--- config.mk ---
export PLATFORM = sky130hd
export DESIGN_NAME = fifo_ctrl
export DESIGN_NICKNAME = d
export VERILOG_FILES = /design/src/rtl/fifo_pkg.sv /design/src/rtl/fifo_ctrl.sv
export SDC_FILE = /design/constraint.sdc
export NUM_CORES = 1
export LEC_CHECK = 0
export BUFFER_PORTS_ARGS = -buffer_cell sky130_fd_sc_hd__buf_2
export CAP_MARGIN = 20
export CELL_PAD_IN_SITES_DETAIL_PLACEMENT = 1
export CELL_PAD_IN_SITES_GLOBAL_PLACEMENT = 1
export CORE_MARGIN = 3
export CORE_UTILIZATION = 25
export CTS_BUF_LIST = sky130_fd_sc_hd__clkbuf_4 sky130_fd_sc_hd__clkbuf_8 sky130_fd_sc_hd__clkbuf_16
export DETAILED_ROUTE_END_ITERATION = 12
export GPL_ROUTABILITY_DRIVEN = 0
export HOLD_SLACK_MARGIN = 0.08
export PLACE_DENSITY_LB_ADDON = 0.1
export SKIP_CTS_REPAIR_TIMING = 1
export SLEW_MARGIN = 20
export SYNTH_ARGS = -nofsm -noshare
export SYNTH_HDL_FRONTEND = slang
export SYNTH_SLANG_ARGS = --single-unit
--- constraint.sdc ---
create_clock -name clk -period 4.1 [get_ports clk]
set_clock_uncertainty 0.15 [all_clocks]
set_input_delay 0.82 -clock clk [delete_from_list [all_inputs] [get_ports clk]]
set_output_delay 0.82 -clock clk [all_outputs]
set_load 0.02 [all_outputs]
--- src/rtl/fifo_pkg.sv ---
// Shared sizing helpers and defaults for the FIFO pointer/flag controller.
package fifo_pkg;

  localparam int unsigned DEF_W          = 8;
  localparam int unsigned AEMPTY_DEFAULT = 2;

  function automatic int unsigned depth_of(input int unsigned w);
    return 32'd1 << w;
  endfunction

  function automatic int unsigned afull_default(input int unsigned w);
    return (32'd1 << w) - 32'd2;
  endfunction

  function automatic int unsigned count_width(input int unsigned w);
    return w + 32'd1;
  endfunction

endpackage

--- src/rtl/fifo_ctrl.sv ---
// Pointer/count/flag controller for a dual-port buffer with a registered read port,
// presenting the head word first-word-fall-through via a lookahead read address.
module fifo_ctrl
  import fifo_pkg::*;
#(
  parameter int unsigned DATA_BUFFER_LENGTH_WIDTH = DEF_W,
  parameter int unsigned AFULL_THRESH             = afull_default(DATA_BUFFER_LENGTH_WIDTH),
  parameter int unsigned AEMPTY_THRESH            = AEMPTY_DEFAULT
) (
  input  logic                                clk,
  input  logic                                reset,
  input  logic                                wr_req,
  input  logic                                rd_req,
  input  logic                                flush,
  input  logic                                clr_err,
  output logic [DATA_BUFFER_LENGTH_WIDTH-1:0] wraddress,
  output logic [DATA_BUFFER_LENGTH_WIDTH-1:0] rdaddress,
  output logic                                wren,
  output logic                                full,
  output logic                                empty,
  output logic                                almost_full,
  output logic                                almost_empty,
  output logic [DATA_BUFFER_LENGTH_WIDTH:0]   count,
  output logic                                overflow,
  output logic                                underflow
);

  localparam int unsigned W  = DATA_BUFFER_LENGTH_WIDTH;
  localparam int unsigned CW = count_width(W);
  localparam logic [CW-1:0] DEPTH_C = CW'(depth_of(W));
  localparam logic [CW-1:0] AF_C    = CW'(AFULL_THRESH);
  localparam logic [CW-1:0] AE_C    = CW'(AEMPTY_THRESH);

  logic [W-1:0]  wr_ptr_q, wr_ptr_d, rd_ptr_q, rd_ptr_d;
  logic [CW-1:0] count_q, count_d;
  logic          stale_q, stale_d;
  logic          af_q, ae_q;
  logic          ovf_q, ovf_d, unf_q, unf_d;
  logic          wr_fire, rd_fire;

  assign full    = (count_q == DEPTH_C);
  // A word written to the address being read this edge is not visible on q until
  // one cycle later, so it is hidden behind empty for that cycle.
  assign empty   = (count_q == '0) | stale_q;
  assign wr_fire = wr_req & ~full & ~flush & ~reset;
  assign rd_fire = rd_req & ~empty;

  assign wren      = wr_fire;
  assign wraddress = wr_ptr_q;
  assign rdaddress = rd_fire ? rd_ptr_q + W'(1) : rd_ptr_q;

  always_comb begin
    wr_ptr_d = wr_ptr_q + (wr_fire ? W'(1) : W'(0));
    rd_ptr_d = rd_ptr_q + (rd_fire ? W'(1) : W'(0));
    count_d  = count_q;
    case ({wr_fire, rd_fire})
      2'b10:   count_d = count_q + CW'(1);
      2'b01:   count_d = count_q - CW'(1);
      default: count_d = count_q;
    endcase
    stale_d = wr_fire & (wr_ptr_q == rdaddress);
    if (flush) begin
      wr_ptr_d = '0;
      rd_ptr_d = '0;
      count_d  = '0;
      stale_d  = 1'b0;
    end
    // A fresh error in the clearing cycle keeps the flag set.
    ovf_d = (ovf_q & ~clr_err) | (wr_req & full);
    unf_d = (unf_q & ~clr_err) | (rd_req & empty);
  end

  always_ff @(posedge clk or posedge reset) begin
    if (reset) begin
      wr_ptr_q <= '0;
      rd_ptr_q <= '0;
      count_q  <= '0;
      stale_q  <= 1'b0;
      af_q     <= 1'b0;
      ae_q     <= 1'b1;
      ovf_q    <= 1'b0;
      unf_q    <= 1'b0;
    end else begin
      wr_ptr_q <= wr_ptr_d;
      rd_ptr_q <= rd_ptr_d;
      count_q  <= count_d;
      stale_q  <= stale_d;
      af_q     <= (count_d >= AF_C);
      ae_q     <= (count_d <= AE_C);
      ovf_q    <= ovf_d;
      unf_q    <= unf_d;
    end
  end

  assign count        = count_q;
  assign almost_full  = af_q;
  assign almost_empty = ae_q;
  assign overflow     = ovf_q;
  assign underflow    = unf_q;

endmodule

After elaboration in Yosys (flattened, before gate mapping)
Cells that the tools add are included.
{ "word_totals": {"reg_bits": 30, "latchBits": 0, "ram_bits": 0, "mem_bits_ro": 0, "out_inout_bits": 32, "elab_cells": 45, "n_memories": 0} }
{ "classes": {"add_sub_neg": 5, "mul": 0, "n_div": 0, "n_lt_le_gt_ge": 2, "n_eq_ne": 4, "shift": 0, "n_mux": 8, "bitwise_logic": 17, "reduce_logical": 1} }
{ "ops": {"columns": ["cell", "n"], "rows": [
  ["$mux W8", 3],
  ["$pmux W9 S2", 1],
  ["$add A8 B1 Y8", 2],
  ["$add A9 B1 Y9 const B", 1],
  ["$and A1 B1 Y1", 9],
  ["$eq A9 B9 Y1 const B", 1],
  ["$ge A9 B8 Y1 const B", 1],
  ["$le A9 B2 Y1 const B", 1],
  ["$logic_not A9 Y1", 1],
  ["$mux W9", 1],
  ["$sub A9 B1 Y9 const B", 1],
  ["$add A8 B1 Y8 const B", 1],
  ["$eq A8 B8 Y1", 1],
  ["$not A1 Y1", 5],
  ["$mux W1", 3],
  ["$or A1 B1 Y1", 3],
  ["$eq A2 B1 Y1 const B", 1],
  ["$eq A2 B2 Y1 const B", 1]
]} }

Depth between registers and ports, before layout
Gate-level depths: netlist of the first run.
{ "depth": {"depth_word": 9, "depth_mapped": 16} }

Worst setup path after synthesis of the first run
Ideal clock, no wire load.
{ "synth_path": {"path_type": "register to register", "from": "register count_q[5] (netlist: count[5])", "to": "register af_q (netlist: almost_full)", "setup_ns": 0.066, "arrival_ns": 3.935, "required_ns": 3.884, "setup_slack_ns": -0.051, "path_stages_with_launch": 16, "path_buffers": 3, "period_less_slack_ns": 4.151, "cell_sequence": "dfrtp_1 buf_2 or4_4 nor4_4 nor2_1 ha_1 buf_6 buf_2 xor2_1 ha_1 a21oi_4 a21oi_1 or4_1 a21o_1 a2111oi_2 a41o_1"} }
{ "synth_via": {"elab_chain_len": 9, "word_cells_on_any_way": 16, "classes_between": "2 x add/sub; 1 x order compare; 3 x eq/ne; 2 x mux; 7 x bitwise; 1 x reduce/logical"} }
{ "synth_lines": {"columns": ["item", "line", "source"], "rows": [
  ["start, declared", "fifo_ctrl.sv:35", "logic [CW-1:0] count_q, count_d;"],
  ["start signal, assigned", "fifo_ctrl.sv:86", "count_q <= count_d;"],
  ["$eq A9 B9 Y1", "fifo_ctrl.sv:41", "assign full = (count_q == DEPTH_C);"],
  ["$not A1 Y1", "fifo_ctrl.sv:45", "assign wr_fire = wr_req & ~full & ~flush & ~reset;"],
  ["$and A1 B1 Y1 (3 in series)", "fifo_ctrl.sv:45", null],
  ["$eq A2 B1 Y1 / $eq A2 B2 Y1 (equally long branches)", "fifo_ctrl.sv:56", "case ({wr_fire, rd_fire})"],
  ["$pmux W9 S2 *", "fifo_ctrl.sv:56", null],
  ["$mux W9 *", "fifo_ctrl.sv:62", "if (flush) begin"],
  ["$ge A9 B8 Y1 *", "fifo_ctrl.sv:88", "af_q <= (count_d >= AF_C);"],
  ["end signal, assigned", "fifo_ctrl.sv:88", null],
  ["end, declared", "fifo_ctrl.sv:37", "logic af_q, ae_q;"]
]} }
Mark *: on every way between the ends. The rest lies on a longest branch, timed or not.

Worst setup path in the final report of the first run
{ "layout_path": {"from": "register count_q[3] (netlist: count[3])", "to": "register af_q (netlist: almost_full)"} }
Same word-level chain as after synthesis.

==> results of run 1 <==
==> kinds of logic (layout without fill, tap and decap cells) <==
group / after synthesis / after routing / synth area share [%]
AO/OA/AOI/OAI: 41 / 41 / 13.8
XOR/XNOR: 29 / 29 / 13.6
adder cells (fa/ha/maj): 8 / 8 / 4.42
buffers and inverters: 23 / 65 / 5.47
flip-flops: 30 / 30 / 33.2
multiplexers: 7 / 7 / 3.31
AND/OR/NAND/NOR: 98 / 98 / 26.2
==> area by class of cell <==
type | count | area, µm² | share of cell area [%]
Sequential cell | 30 | 753 | 28.0
Tap cell | 108 | 135 | 5.02
Clock buffer | 7 | 83.8 | 3.11
Inverter | 8 | 30.0 | 1.12
Timing Repair Buffer | 50 | 283 | 10.5
Multi-Input combinational cell | 183 | 1410 | 52.3
==> how the worst max path moves through the flow <==
stage                             from                endpoint  slack [ps]  depth (start not counted)
global route        count[3]$_DFF_PP0_  almost_empty$_DFF_PP1_          90                         12
finish              count[3]$_DFF_PP0_   almost_full$_DFF_PP0_         420                         13
CTS                 count[3]$_DFF_PP0_  almost_empty$_DFF_PP1_         240                         12
floorplan           count[5]$_DFF_PP0_   almost_full$_DFF_PP0_          10                         15
detailed placement  count[3]$_DFF_PP0_  almost_empty$_DFF_PP1_         240                         12
global placement                 reset  almost_empty$_DFF_PP1_         290                         10
==> report_power, final <==
| group | internal [mW] | switching, mW |
|---|---|---|
| registers | 0.363 | 0.0526 |
| logic | 0.576 | 0.921 |
| clock network | 0.130 | 0.110 |
| total | 1.07 | 1.08 |
==> stage by stage <==
stage | hold WS [ps] | util, % | instance area [µm²]
6_report | 358 | 30.7 | 2690
4_1_cts | 362 | 30.6 | 2680
2_1_floorplan | 407 | - | 2280
5_1_grt | 409 | 30.7 | 2690
3_3_place_gp | 340 | 29.6 | 2600
3_5_place_dp | 340 | 29.6 | 2600
==> flip-flops by register name, indices dropped and copies added (netlist names) <==
name and flops:
count 9, overflow 1, almost_full 1, almost_empty 1
rd_ptr_q 8, underflow 1, stale_q 1, wraddress 8
==> worst register-to-register path, stage by stage (launching register included) <==
cell and delay [ps]:
dfrtp_1 380, or4_4 570, nor3_2 190, nand2_1 100, nand2_1 130, ha_2 200, xor2_1 70, ha_2 210
a21oi_4 160, a21oi_1 80, or4_1 550, a21o_1 240, a2111oi_2 380, a41o_1 210
==> layer usage <==
metal,track usage (%),vias up,wire length [µm]
met5,0,-,0
met4,3.68,0,67
met3,2.96,8,238
met2,19.8,32,2910
met1,21.6,940,3480
li1,-,925,-
==> cells in the mapped netlist, drive strengths merged (2+ instances only) <==
library cell  number  area, µm²
nand2             12       45.0
nor3b              2       15.0
a21o               2       15.0
ha                 8        100
a22oi              2       15.0
dfrtp             29        726
nor4               3       40.0
nand3             11       55.1
xnor3              4       90.1
o21ai              9       45.0
a311oi             2       17.5
or2                2       12.5
xnor2              9       78.8
nand3b             2       15.0
mux2               4       45.0
a22o               4       35.0
nor2              22       85.1
buf                8       67.6
a32oi              3       26.3
nor2b             11       68.8
nor3               7       35.0
or4                2       18.8
inv                8       30.0
nand4              4       40.0
and2               2       12.5
and3               3       18.8
clkbuf             7       26.3
a21oi             10       61.3
mux2i              3       30.0
a2111oi            2       42.5
nand2b             4       25.0
or3                3       18.8
o31ai              2       15.0
xor2              16        140
or3b               2       17.5
and4               2       17.5
nand4b             2       32.5
==> qor.txt, run 1 <==
Status: finished, final reports clean
Number of H-tree levels: 2
ANT cells: 0
Post-Synthesis Cells: 236
Synth Register Bits: 30
Share of layout cells above drive strength 1: 28.4%
CP arrival: 3750 ps
R2R depth: 13
Root Buffer: clkbuf_8
Initial drt markers: 55
Placed Cells: 379
Period utilization: 89.7%
Commonest non-fill, non-tap cell in the layout: buf_2
Final net count: 292
Clock buffer count from CTS: 5
FF-to-FF setup slack: 420 ps
Worst Tran Pin Value: 800 ps
Hold Vio Cnt, Final: 0
Startpoint Class: flip-flop
Mapped Nets: 250
RSZ-0062 raised after global routing: false
FMAX: 0.272 GHz
Filler instances: 1,025
Boundary Pins: 38
MaxCap Viol Count: 0
CP top delay family: simple AND/OR/NAND/NOR gates
VDD IR max: 0.420 mV
CP Buf/Inv Count: 0
Crit path largest cell delay: 570 ps
Asr flop ratio synth: 100%
Yosys cell types: 58
Tmin final: 3680 ps
Cells on Worst Hold Path: 1
Hold Path End: overflow$_DFF_PP0_
Core Area: 8760 µm²
Row count: 34
Dpl hpwl: 5010 µm
Die Width: 101 µm
Initial core utilization: 25.8%
CTS tree: done
CP max-delay cell: or4_4
Worst Hold Launch: overflow$_DFF_PP0_
Cell leakage power: 1.29 nW
Pins Over Slew Limit: 0
Setup ws final: 422 ps
Worst-case clock buffer depth: 2
Total GRT Usage: 14.1%
Largest net degree at the start of global routing: 32
Reg2reg end: almost_full$_DFF_PP0_
Min-delay worst type: reg -> reg
Sequential area share after synthesis: 33.2%
Final ANT Viol Nets: 0
Vias in the first global route: 1,940
Total iterations of the first detailed-routing run: 4
Crit end category: flip-flop
Initial antenna violation count: 0
Pre-CTS setup slack: 243 ps
Total number of yosys warnings: 0
Syn avg cell area: 9.60 µm²
# setup viols final: 0
Rel. slew slack: 46.6%
Non-filler cells, final: 386
Height of the chip: 101 µm
Worst skew pair latency: 280 ps
Cell area after synthesis: 2260 µm²
Power, Total: 2.15 mW
Type of the worst setup path: reg -> reg
Vias: 1,905
Commonest cells after routing, fill and taps aside: buf_2, dfrtp_1, nor2_1
Clock sinks: 30
First-pass GRT wire length: 11,100 µm
DIE AREA: 10,200 µm²
Worst-path clk slew: 70 ps
Detailed Route WL: 6690 µm
CP Data Required Time: 4180 ps
Setup TNS: 0 ps
Drt drc: 0
Vias per cell: 4.94
Worst R2R Start: count[3]$_DFF_PP0_
Wire length per cell: 17.3 µm
Crit path max fanout: 4
Synth-to-layout area growth: 18.9%
Post-synth EDFFs: 0
Gr ovfl total: 0
Main flop type after synthesis: dfrtp_1
Crit path cell chain: or4_4 -> nor3_2 -> nand2_1 -> nand2_1 -> ha_2 -> xor2_1 -> ha_2 -> a21oi_4 -> a21oi_1 -> or4_1 -> a21o_1 -> a2111oi_2 -> a41o_1
PD cells: 799 nW/µm²
IO buf count: 37
Note: power is estimated with default switching activity, not from simulation.
==> run 2, diff against run 1 <==
==> constraint.sdc (replaced) <==
create_clock -name clk -period 4.1 [get_ports clk]
set_clock_uncertainty 0.15 [all_clocks]
set_input_delay 0.41 -clock clk [delete_from_list [all_inputs] [get_ports clk]]
set_output_delay 0.41 -clock clk [all_outputs]
set_load 0.02 [all_outputs]
==> qor.txt, run 2 (synthesis gave the netlist of run 1 again) <==
Clock sinks: 30 (unchanged)
Number of H-tree levels: 2 (unchanged)
Non-filler cells, final: 386 (unchanged)
Worst Tran Pin Value: 468 ps (-331 ps)
Rel. slew slack: 68.6% (+22 points)
Detailed Route WL: 6240 µm (-6.8%)
Hold Vio Cnt, Final: 0 (unchanged)
Startpoint Class: flip-flop
Period utilization: 91.3% (+1.6 points)
Largest net degree at the start of global routing: 32 (unchanged)
Commonest non-fill, non-tap cell in the layout: buf_2
Initial drt markers: 68 (+24%)
First-pass GRT wire length: 10,500 µm (-4.9%)
Boundary Pins: 38 (unchanged)
CP top delay family: simple AND/OR/NAND/NOR gates
Final ANT Viol Nets: 0 (unchanged)
# setup viols final: 0 (unchanged)
PD cells: 801 nW/µm² (+0.29%)
RSZ-0062 raised after global routing: false
Crit path max fanout: 11 (+7)
Height of the chip: 101 µm (unchanged)
Drt drc: 0 (unchanged)
CP max-delay cell: or4_4
Cell leakage power: 1.29 nW (+0.13%)
ANT cells: 0 (unchanged)
Crit path cell chain: or4_4 -> nor4_4 -> nor2_2 -> ha_4 -> xor2_1 -> ha_2 -> a21oi_4 -> a21oi_1 -> or4_1 -> a21o_1 -> a2111oi_2 -> a41o_1
Row count: 34 (unchanged)
Crit end category: flip-flop
MaxCap Viol Count: 0 (unchanged)
DIE AREA: 10,200 µm² (unchanged)
Total GRT Usage: 13.2% (-0.85 points)
Synth-to-layout area growth: 19.3%
Worst skew pair latency: 280 ps (about the same)
Vias per cell: 4.96 (+0.42%)
Min-delay worst type: in -> async
Tmin final: 3740 ps (+64.7 ps)
Vias: 1,913 (+0.42%)
Max FFs per register: 9 (unchanged)
Wire length per cell: 16.2 µm (-6.8%)
CP arrival: 3810 ps (+60 ps)
Final net count: 291 (-0.34%)
Gr ovfl total: 0 (unchanged)
Vias in the first global route: 1,975 (+1.8%)
IO buf count: 37 (unchanged)
Root Buffer: clkbuf_8
Type of the worst setup path: reg -> reg
Total iterations of the first detailed-routing run: 4 (unchanged)
CTS tree: done
Initial antenna violation count: 0 (unchanged)
Setup TNS: 0 ps (unchanged)
CP Buf/Inv Count: 0 (unchanged)
Commonest cells after routing, fill and taps aside: buf_2, dfrtp_1, nor2_1
Worst-case clock buffer depth: 2 (unchanged)
Pins Over Slew Limit: 0 (unchanged)
Crit path largest cell delay: 530 ps (-40 ps)
FMAX: 0.267 GHz (-1.7%)
Status: finished, final reports clean
Share of layout cells above drive strength 1: 28.1% (-0.36 points)
Dpl hpwl: 4700 µm (-6.3%)
Worst-path clk slew: 70 ps (about the same)
Placed Cells: 378 (-0.26%)
CP Data Required Time: 4170 ps (about the same)
Die Width: 101 µm (unchanged)
Initial core utilization: 25.8% (unchanged)
VDD IR max: 0.486 mV (+16%)
Clock buffer count from CTS: 5 (unchanged)
Core Area: 8760 µm² (unchanged)
-- run 2: changes by cell type in the layout (fill, tap and decap cells not counted), sizes merged --
cell and delta:
buf -1, clkinv +1
-- run 2: report_power, final --
group          total [mW]  leakage (nW)  internal (mW)  switching (mW)
Clock               0.256        0.0517          0.142           0.114
Sequential          0.422         0.408          0.363          0.0597
Combinational        1.49         0.830          0.594           0.893
Total                2.17          1.29           1.10            1.07
-- run 2: path summary, 6_finish.rpt --
| check | from | endpoint | slack, ps | depth (start not counted) |
|---|---|---|---|---|
| max in group asynchronous | reset | almost_empty$_DFF_PP1_ | 3400 | 3 |
| hold / removal | reset | underflow$_DFF_PP0_ | 60 | 3 |
| setup reg to reg | count[5]$_DFF_PP0_ | almost_full$_DFF_PP0_ | 360 | 12 |
| hold reg to reg | overflow$_DFF_PP0_ | overflow$_DFF_PP0_ | 360 | 1 |
| setup / recovery | count[5]$_DFF_PP0_ | almost_full$_DFF_PP0_ | 360 | 12 |
| min in group clk | wr_req | overflow$_DFF_PP0_ | 200 | 2 |
-- run 2: metal layers --
layer  GRT usage [%]  share of wire [%]
met5               0                  0
met2            19.7                 44
met1            19.2                 51
met4            3.68               0.82
met3            2.89                3.8
-- run 2: through the flow --
step	worst slack (ps)	power, mW	utilization (%)	area, µm²	hold slack [ps]
after global routing	64.4	2.35	30.8	2700	98.8
after global placement	307	1.92	29.6	2590	345
after CTS	195	2.17	30.6	2690	78.7
final	358	2.17	30.8	2700	62.4
after floorplan	12.9	1.48	-	2280	350
after detailed placement	236	1.90	29.6	2590	343
-- run 2: worst min-delay path, cell delays in order --
cell and delay [ps]:
buf_2 100, inv_1 40, buf_4 360
-- run 2: final cells by class --
class	instances	area, µm²
inverter	8	30.0
tap	108	135
clock buffer	7	90.1
clock inverter	1	5.00
multi-input combinational	183	1410
timing repair buffer	49	275
sequential	30	753
fill	1011	6060
==> run 3, diff against run 2 <==
==> constraint.sdc (replaced) <==
create_clock -name clk -period 3 [get_ports clk]
set_clock_uncertainty 0.15 [all_clocks]
set_input_delay 0.6 -clock clk [delete_from_list [all_inputs] [get_ports clk]]
set_output_delay 0.6 -clock clk [all_outputs]
set_load 0.02 [all_outputs]
==> qor.txt, run 3 (synthesis gave the netlist of run 1 again) <==
Commonest non-fill, non-tap cell in the layout: buf_4
Worst Tran Pin Value: 809 ps (+341 ps)
Startpoint Class: flip-flop
Clock buffer count from CTS: 5 (unchanged)
Worst-case clock buffer depth: 2 (unchanged)
Worst skew pair latency: 280 ps (about the same)
Root Buffer: clkbuf_8
Power, Total: 4.04 mW (+87%)
R2R depth: 14 (+2)
Rel. slew slack: 46.0% (-23 points)
Pins Over Slew Limit: 0 (unchanged)
Dpl hpwl: 5240 µm (+12%)
IO buf count: 37 (unchanged)
Initial antenna violation count: 0 (unchanged)
Vias per cell: 4.81 (-3.0%)
Period utilization: 119% (+27 points)
RSZ-0062 raised after global routing: true
Detailed Route WL: 7050 µm (+13%)
Crit end category: flip-flop
Type of the worst setup path: reg -> reg
Filler instances: 1,021 (+0.99%)
Wire length per cell: 16.3 µm (+0.64%)
Cell leakage power: 1.57 nW (+22%)
Commonest cells after routing, fill and taps aside: buf_4, buf_2, dfrtp_1
Die Width: 101 µm (unchanged)
CP arrival: 3630 ps (-180 ps)
CP Data Required Time: 3070 ps (-1100 ps)
# setup viols final: 8 (+8)
Hold Vio Cnt, Final: 0 (unchanged)
FF-to-FF setup slack: -560 ps (-920 ps)
First-pass GRT wire length: 11,300 µm (+7.3%)
FMAX: 0.281 GHz (+5.2%)
Min-delay worst type: in -> async
Tmin final: 3560 ps (-184 ps)
Row count: 34 (unchanged)
CTS tree: done
Setup ws final: -559 ps (-916 ps)
Vias: 2,081 (+8.8%)
Total iterations of the first detailed-routing run: 4 (unchanged)
Gr ovfl total: 0 (unchanged)
Core Area: 8760 µm² (unchanged)
Boundary Pins: 38 (unchanged)
Final ANT Viol Nets: 0 (unchanged)
Clock sinks: 30 (unchanged)
Number of H-tree levels: 2 (unchanged)
Status: finished, violations left
Initial drt markers: 66 (-2.9%)
VDD IR max: 0.700 mV (+44%)
PD cells: 1230 nW/µm² (+53%)
Vias in the first global route: 2,158 (+9.3%)
Setup TNS: -2270 ps (-2270 ps)
ANT cells: 0 (unchanged)
Reg2reg end: almost_full$_DFF_PP0_
Max FFs per register: 9 (unchanged)
Crit path max fanout: 3 (-8)
Final net count: 338 (+16%)
Height of the chip: 101 µm (unchanged)
MaxCap Viol Count: 0 (unchanged)
Total GRT Usage: 14.0% (+0.76 points)
Synth-to-layout area growth: 45.5%
Worst-path clk slew: 60 ps (about the same)
Worst R2R Start: count[2]$_DFF_PP0_
Failing checks: negative setup slack
DIE AREA: 10,200 µm² (unchanged)
Drt drc: 0 (unchanged)
Share of layout cells above drive strength 1: 46.5% (+18 points)
Largest net degree at the start of global routing: 32 (unchanged)
Initial core utilization: 25.8% (unchanged)
## run 3: worst max path at each step
| stage | start | to | slack, ps | depth (start not counted) |
|---|---|---|---|---|
| after floorplan | count[5]$_DFF_PP0_ | almost_full$_DFF_PP0_ | -930 | 15 |
| after global placement | count[3]$_DFF_PP0_ | almost_full$_DFF_PP0_ | -500 | 13 |
| after detailed placement | count[3]$_DFF_PP0_ | almost_full$_DFF_PP0_ | -570 | 13 |
| after CTS | count[3]$_DFF_PP0_ | almost_full$_DFF_PP0_ | -610 | 13 |
| after global routing | count[2]$_DFF_PP0_ | almost_full$_DFF_PP0_ | -660 | 14 |
| final | count[2]$_DFF_PP0_ | almost_full$_DFF_PP0_ | -560 | 14 |
## run 3: through the flow
step | area [µm²] | instances | util [%] | hold WS, ps | setup WS [ps]
final | 3290 | 433 | 37.6 | 324 | -559
after global routing | 3290 | 433 | 37.6 | 398 | -661
after CTS | 2930 | 416 | 33.5 | 362 | -606
after detailed placement | 2840 | 408 | 32.4 | 352 | -573
after global placement | 2840 | 408 | 32.4 | 339 | -505
after floorplan | 2310 | 236 | - | 407 | -926
## run 3: metal layers
layer  track usage, %  share of wire, %  up-vias
met5                0                 0        -
met4             3.37              0.97        0
met3             2.75               4.8        7
met2             20.8                44       36
met1             20.7                50     1023
li1                 -                 -     1015
## run 3: report_power, final
group / switching, mW / internal, mW
sequential: 0.0721 / 0.496
clock: 0.155 / 0.194
combinational: 1.60 / 1.53
## run 3: final cells by class
| cell class | instances | area, µm² | share of cell area (%) |
|---|---|---|---|
| Sequential cell | 30 | 753 | 22.9 |
| Tap cell | 108 | 135 | 4.10 |
| Inverter | 8 | 30.0 | 0.912 |
| Clock inverter | 1 | 5.00 | 0.152 |
| Multi-Input combinational cell | 183 | 1620 | 49.2 |
| Clock buffer | 7 | 90.1 | 2.73 |
| Timing Repair Buffer | 96 | 661 | 20.1 |
## run 3: worst max-delay path, stage by stage (launching register included)
cell       delay, ps
dfrtp_1          380
or3_4            410
buf_6            130
nor4_4           270
nor2_4            80
ha_4             170
xor2_1           150
ha_2             210
buf_6            120
a21oi_4          120
a21oi_2           60
or4_4            420
a21o_1           240
a2111oi_4        350
a41o_1           220
